## config.mk

```make
export PLATFORM = sky130hd
export DESIGN_NAME = sdram_port_arbiter
export DESIGN_NICKNAME = d
export VERILOG_FILES = /design/src/rtl/sdram_port_arbiter.sv
export SDC_FILE = /design/constraint.sdc
export NUM_CORES = 1
export LEC_CHECK = 0
export ABC_AREA = 1
export CAP_MARGIN = 25
export CORE_ASPECT_RATIO = 0.7
export CORE_MARGIN = 8
export CORE_UTILIZATION = 23
export DETAILED_ROUTE_END_ITERATION = 6
export PLACE_DENSITY = 0.83
export SLEW_MARGIN = 20
export SYNTH_ARGS = -nofsm -noshare
export SYNTH_HDL_FRONTEND = slang
export SYNTH_SLANG_ARGS = --single-unit
```

## constraint.sdc

```tcl
create_clock -name clk -period 1.34 [get_ports clk]
set_input_delay 0.201 -clock clk [delete_from_list [all_inputs] [get_ports clk]]
set_output_delay 0.201 -clock clk [all_outputs]
set_load 0.03 [all_outputs]
```

## src/rtl/sdram_port_arbiter.sv

```systemverilog
// Two-port arbiter in front of an SDRAM controller: port A or B owns the memory
// for one burst read (cache fill) or one halfword write, with round-robin on ties.
module sdram_port_arbiter #(
    parameter int BURSTLEN = 8,
    parameter int ADDRW    = 32
) (
    input  logic             clk,
    input  logic             reset,
    input  logic             a_req,
    input  logic             b_req,
    input  logic             a_rw,
    input  logic             b_rw,
    input  logic [ADDRW-1:0] a_addr,
    input  logic [ADDRW-1:0] b_addr,
    input  logic [15:0]      a_wdata,
    input  logic [15:0]      b_wdata,
    output logic             a_fill,
    output logic             b_fill,
    output logic             a_wack,
    output logic             b_wack,
    output logic [15:0]      rdata,
    output logic             mem_req,
    output logic             mem_rw,
    output logic [ADDRW-1:0] mem_addr,
    output logic [15:0]      mem_wdata,
    input  logic             mem_fill,
    input  logic             mem_wack,
    input  logic [15:0]      mem_rdata,
    output logic             grant,
    output logic             busy
);
    localparam int CW = (BURSTLEN > 1) ? $clog2(BURSTLEN) : 1;

    typedef enum logic [1:0] {IDLE, ISSUE, BURST, WRDONE} state_t;

    state_t          state;
    logic [CW-1:0]   cnt;
    logic            last_grant;
    logic            in_issue;
    logic            sel_req;
    logic            rd_done;
    logic            wr_done;
    logic            next_grant;

    // Outputs are gated by reset so nothing leaks before the first reset edge.
    assign in_issue   = (state == ISSUE) && reset;
    assign sel_req    = grant ? b_req : a_req;
    assign mem_rw     = grant ? b_rw : a_rw;
    assign mem_addr   = grant ? b_addr : a_addr;
    assign mem_wdata  = grant ? b_wdata : a_wdata;
    assign mem_req    = in_issue;
    assign busy       = (state != IDLE) && reset;
    assign rdata      = mem_rdata;

    assign rd_done    = in_issue && mem_rw && mem_fill;
    assign wr_done    = in_issue && !mem_rw && mem_wack;
    assign a_fill     = rd_done && !grant;
    assign b_fill     = rd_done && grant;
    assign a_wack     = wr_done && !grant;
    assign b_wack     = wr_done && grant;

    // Tie goes to whichever port did not win last time.
    assign next_grant = (a_req && b_req) ? !last_grant : b_req;

    always_ff @(posedge clk) begin
        if (!reset) begin
            state      <= IDLE;
            cnt        <= '0;
            last_grant <= 1'b1;
            grant      <= 1'b0;
        end else begin
            case (state)
                IDLE: begin
                    if (a_req || b_req) begin
                        grant      <= next_grant;
                        last_grant <= next_grant;
                        state      <= ISSUE;
                    end
                end
                ISSUE: begin
                    if (rd_done) begin
                        cnt   <= CW'(BURSTLEN - 1);
                        state <= BURST;
                    end else if (wr_done) begin
                        state <= WRDONE;
                    end else if (!sel_req && !mem_fill && !mem_wack) begin
                        state <= IDLE;
                    end
                end
                BURST: begin
                    // The first beat was consumed in ISSUE, so BURST covers the remaining beats.
                    if (cnt <= CW'(1)) begin
                        cnt   <= '0;
                        state <= IDLE;
                    end else begin
                        cnt <= cnt - 1'b1;
                    end
                end
                WRDONE:  state <= IDLE;
                default: state <= IDLE;
            endcase
        end
    end
endmodule

```

## Yosys cells after proc, flatten, opt, wreduce, memory -nomap -nowiden

Cells that the tools add are included.

- Output and inout port bits: 72
- Register bits after elaboration: 7
- Logic and storage cells: 53

- $lt $le $gt $ge: 1
- Add/sub/neg operators: 1
- Mux-type cells: 14
- Reductions and logical operators: 26
- Equal/unequal tests: 7

Operators by type and width:

| kind | count |
|---|---|
| 2-to-1 mux 32 bit | 1 |
| 2-to-1 mux 16 bit | 1 |
| logical AND 1 bit | 13 |
| 2-to-1 mux 2 bit | 5 |
| one-hot mux 2 bit (4 select lines) | 1 |
| logical NOT 1 bit | 6 |
| 2-to-1 mux 3 bit | 2 |
| != test 2 bit (second input constant) | 3 |
| one-hot mux 3 bit (2 select lines) | 1 |
| == test 2 bit (second input constant) | 2 |
| != test 4 x 3 -> 1 bit (second input constant) | 1 |
| AND reduction 2 bit | 2 |
| nonzero test 2 bit | 2 |
| <= comparator 3 x 1 -> 1 bit (second input constant) | 1 |
| 2-to-1 mux 1 bit | 3 |
| AND reduction 3 bit | 1 |
| subtractor 3 x 1 -> 3 bit (second input constant) | 1 |
| == test 2 x 1 -> 1 bit (second input constant) | 1 |
| logical NOT 2 bit | 1 |
| logical OR 1 bit | 1 |

## Depth between registers and ports, before layout

- Word-level depth: 8
- Depth in mapped cells: 10
- Depth with buffers taken out: 9

## Least setup slack after synthesis

Ideal clock, no wire load.

- Path type: register to output
- Start point: register grant
- End point: output a_wack
- Required time: 1,139 ps
- Stages on the path, launching flop included: 8
- Path slack: -297 ps
- Arrival: 1,436 ps
- Buffers on the path: 1
- Path through: dfxtp_1 buf_6 inv_6 nand2_2 nand2_4 inv_2 nand2_2 nor2_1

- Word-level cells in the longest chain between the ends: 5

Ends and longest elaborated chain:

| item | line | text |
|---|---|---|
| from (decl) | 29 | `output logic grant,` |
| from (signal assigned) | 75 | `grant <= next_grant;` |
| 2-to-1 mux 1 bit | 48 | `assign mem_rw = grant ? b_rw : a_rw;` |
| via mem_rw | 23 | `output logic mem_rw,` |
| logical NOT 1 bit | 56 | `assign wr_done = in_issue && !mem_rw && mem_wack;` |
| logical AND 1 bit (2 in a row) | 56 |  |
| logical AND 1 bit | 59 | `assign a_wack = wr_done && !grant;` |
| to (decl) | 19 | `output logic a_wack,` |

The timed path passes the listed nets, and every way through them passes these cells.

## Worst setup path after layout

- Start point: register grant
- End point: output a_fill

- Word-level cells in the longest chain between the ends: 4

Ends and longest elaborated chain:

| item | line | text |
|---|---|---|
| 2-to-1 mux 1 bit | 48 |  |
| logical AND 1 bit (2 in a row) | 55 | `assign rd_done = in_issue && mem_rw && mem_fill;` |
| logical AND 1 bit * | 57 | `assign a_fill = rd_done && !grant;` |
| to (decl) | 17 | `output logic a_fill,` |

Mark *: on every way between the ends. The rest lies on a longest branch, timed or not.

==> impl_results.md <==
- Run status: finished with violations
- Failing checks: negative setup slack
- Post-DR wirelength/cell: 14.3 um
- N_diodes: 0
- Final setup fails: 45
- Sequential share of the synthesized area: 11.7%
- Area growth syn-to-layout: 164%
- Grt ovf: 0
- Final non-filler cell area: 0.00317 mm^2
- WHS Path Cells: 0
- Internal: 0.00125 W
- Hpwl dp: 5270 um
- R2R Setup Slk: 0.01 ns
- Fraction of layout instances using a drive strength above 1: 29.1%
- CTS tree: done
- Commonest non-fill, non-tap cell in the layout: nand2_1
- Post-Syn Instances: 248
- Clk_lat worst skew: 0.23 ns
- Pre-CTS setup slack: -0.187 ns
- Area after DPL: 0.00280 mm^2
- Setup Skew: 0.00124 ns
- Synth Cell Area: 0.00120 mm^2
- Worst setup path start: grant$_SDFFE_PN0P_
- Metal2 WL: 3430 um
- DR vias: 2033
- Syn nets: 370
- Leakage: 1.57 nW
- Slew Limit Fails: 0
- DR iter-0 viols: 47
- Slew at the pin closest to its max-slew limit: 0.209 ns
- Antenna-violating nets left: 0
- Gp weighted congestion: 0.809
- Peak supply drop: 281 uV
- Combinational power share: 74.8%
- Final Hold Viols: 0
- Power per Cell Area: 693 mW/mm^2
- Vias in the first global route: 2070
- Hold endpoint: rdata[4]
- Non-Filler Instances: 470
- Setup slack after layout: -0.0721 ns
- Post-cts hold buffer count: 0
- R2r startpoint: grant$_SDFFE_PN0P_
- Slowest cell on crit path: dfxtp_4
- Clk slew on worst S/H paths: 0.04 ns
- Total GRT Usage: 15.7%
- Nets: 521
- Core area: 0.00515 mm^2
- Metal-1 WL: 2440 um
- Drt total wl: 6740 um
- Register Area: 149 um^2
- Fmax: 708 MHz
- Worst slew margin: 86.0%
- Die height: 76.5 um
- H-tree Lvls: 1
- Clock share of power: 13.6%
- Count of different cell masters after synthesis: 24
- Fin crit share: 105%
- Starting Density: 23.4%
- IO Port Bufs: 159
- CP arrival: 1.21 ns
- HP Class: input port to primary output
- Top Ports: 192
- Critical path cell sequence: inv_8, nand2_4, nand2_4, nand3_4, nor2_4, buf_6
- Fill cells: 451
- Chip Width: 102 um
- Largest net degree at the start of global routing: 42
- Clock sinks: 7
- Max Cap Violations: 0
- Top routing layer used: met4
- Placed cells: 461
- Clock Tree Root: clkbuf_8
- Critical path class: register to primary output
- Part of the power in registers: 11.6%
- Largest stage delay, worst path: 0.38 ns
- Initial antenna violation count: 0
- Leading cell types in the layout, fill and taps excluded: nand2_1 (140), clkdlybuf4s50_1 (101), buf_6 (46), nand2_2 (20), buf_4 (12)
- Unrepaired setup endpoints after global routing: yes
- Switching pwr: 0.000946 W
- Residual DRC count: 0
- Element type at the critical path start: register
- First-pass GRT wire length: 9960 um
- Clk buf depth: 2
- Met3 routed WL: 822 um
- Min cycle time layout: 1.41 ns
- Critical Path Sink Type: primary output
- Syn Area/Cell: 4.85 um^2
- Inserted Clock Buffers: 3
- Critical path peak fanout: 5
- Hold Crit Start: mem_rdata[4]
- Crit Reg-Reg Endpoint: state[0]$_SDFFE_PN0P_
- Reg2Reg Depth: 10
- Number of synthesized register bits: 7
- Sw Share: 43.0%
- Crit path required time: 1.14 ns
- Area taken by multi-input logic gates: 947 um^2
- Site row count: 22
- CP dominant cell by count: nand2_4
- Vias per cell: 4.33
- Die area: 0.00783 mm^2
- Synth Warn #: 0
- Drt pass-1 iters: 4
==> area by class of cell <==
type                    instances  area share [%]
inverters                      15            2.05
well taps                      72            2.84
multi-input cells             199            29.9
flip-flops and latches          7            4.69
repair buffers                173            59.1
clock buffers                   4            1.42
==> cell usage after synthesis <==
master | number | area share [%]
a21oi_1 | 2 | 0.83
a21oi_2 | 1 | 0.73
a31oi_1 | 1 | 0.52
buf_4 | 16 | 10
buf_6 | 1 | 0.94
clkbuf_1 | 10 | 3.1
clkinv_1 | 1 | 0.31
dfxtp_1 | 7 | 12
ha_1 | 2 | 2.1
inv_1 | 11 | 3.4
inv_2 | 2 | 0.62
inv_6 | 1 | 0.73
nand2_1 | 159 | 50
nand2_2 | 3 | 1.6
nand2_4 | 1 | 0.94
nand3_1 | 9 | 3.7
nand3_4 | 1 | 1.5
nand4_1 | 1 | 0.52
nor2_1 | 12 | 3.7
nor2_2 | 1 | 0.52
o21ai_0 | 1 | 0.42
o21ai_1 | 3 | 1.2
or2_1 | 1 | 0.52
xor2_1 | 1 | 0.73
==> kinds of logic after synthesis <==
group,count (synthesis),synth area share [%]
flops,7,11.7
xor+xnor,1,0.729
compound gates,8,3.75
buf+inv,42,19.1
fa+ha+maj,2,2.08
simple gates,188,62.6
==> worst max-delay path, delay by kind of cell, from the launching register on <==
family | cells | cell delay, ns
and+or+nand+nor | 4 | 0.38
buffers and inverters | 2 | 0.22
DFF | 1 | 0.38
==> worst max path at each step <==
| stage | endpoint | slack, ns |
|---|---|---|
| floorplan | mem_addr[0] | -0.001 |
| global placement | b_wack | -0.15 |
| detailed placement | a_wack | -0.19 |
| CTS | a_wack | -0.07 |
| global route | mem_wdata[9] | -0.13 |
| finish | a_fill | -0.07 |
==> state kept, by name (all words and copies together), names as in the netlist <==
name        count
grant           1
state           2
last_grant      1
cnt             3
==> what timing repair did <==
item,in CTS,in global routing
cloned,0,1
resized for setup,57,27
setup endpoints to repair,54,57
hold endpoints to repair,0,0
pin swaps,9,2
setup buffers,5,0
==> routing by layer <==
layer,vias up,track usage [%]
met2,105,28.5
met5,-,0
met4,0,3.21
met3,4,7.48
met1,894,15.7
li1,1030,-
==> stage by stage <==
step                      hold WS, ns  util (%)  power, W  TNS [ns]
after global placement          0.402      54.4   0.00169    -0.672
after detailed placement        0.402      54.4   0.00171     -1.04
final                           0.402      61.6   0.00220     -1.39
after floorplan                 0.285         -   0.00103   -0.0491
after global routing            0.402      61.6   0.00232     -4.57
after CTS                       0.402      59.7   0.00215     -1.86
==> power by group through the flow <==
stage | Sequential (W) | Clock [W] | Combinational (W)
6_report | 0.000256 | 0.000299 | 0.00164
5_1_grt | 0.000258 | 0.000315 | 0.00175
4_1_cts | 0.000252 | 0.000308 | 0.00159
3_5_place_dp | 0.000254 | 0 | 0.00146
3_3_place_gp | 0.000253 | 0 | 0.00144
2_1_floorplan | 0.000249 | 0 | 0.000781
(Power assumes the default switching activity.)
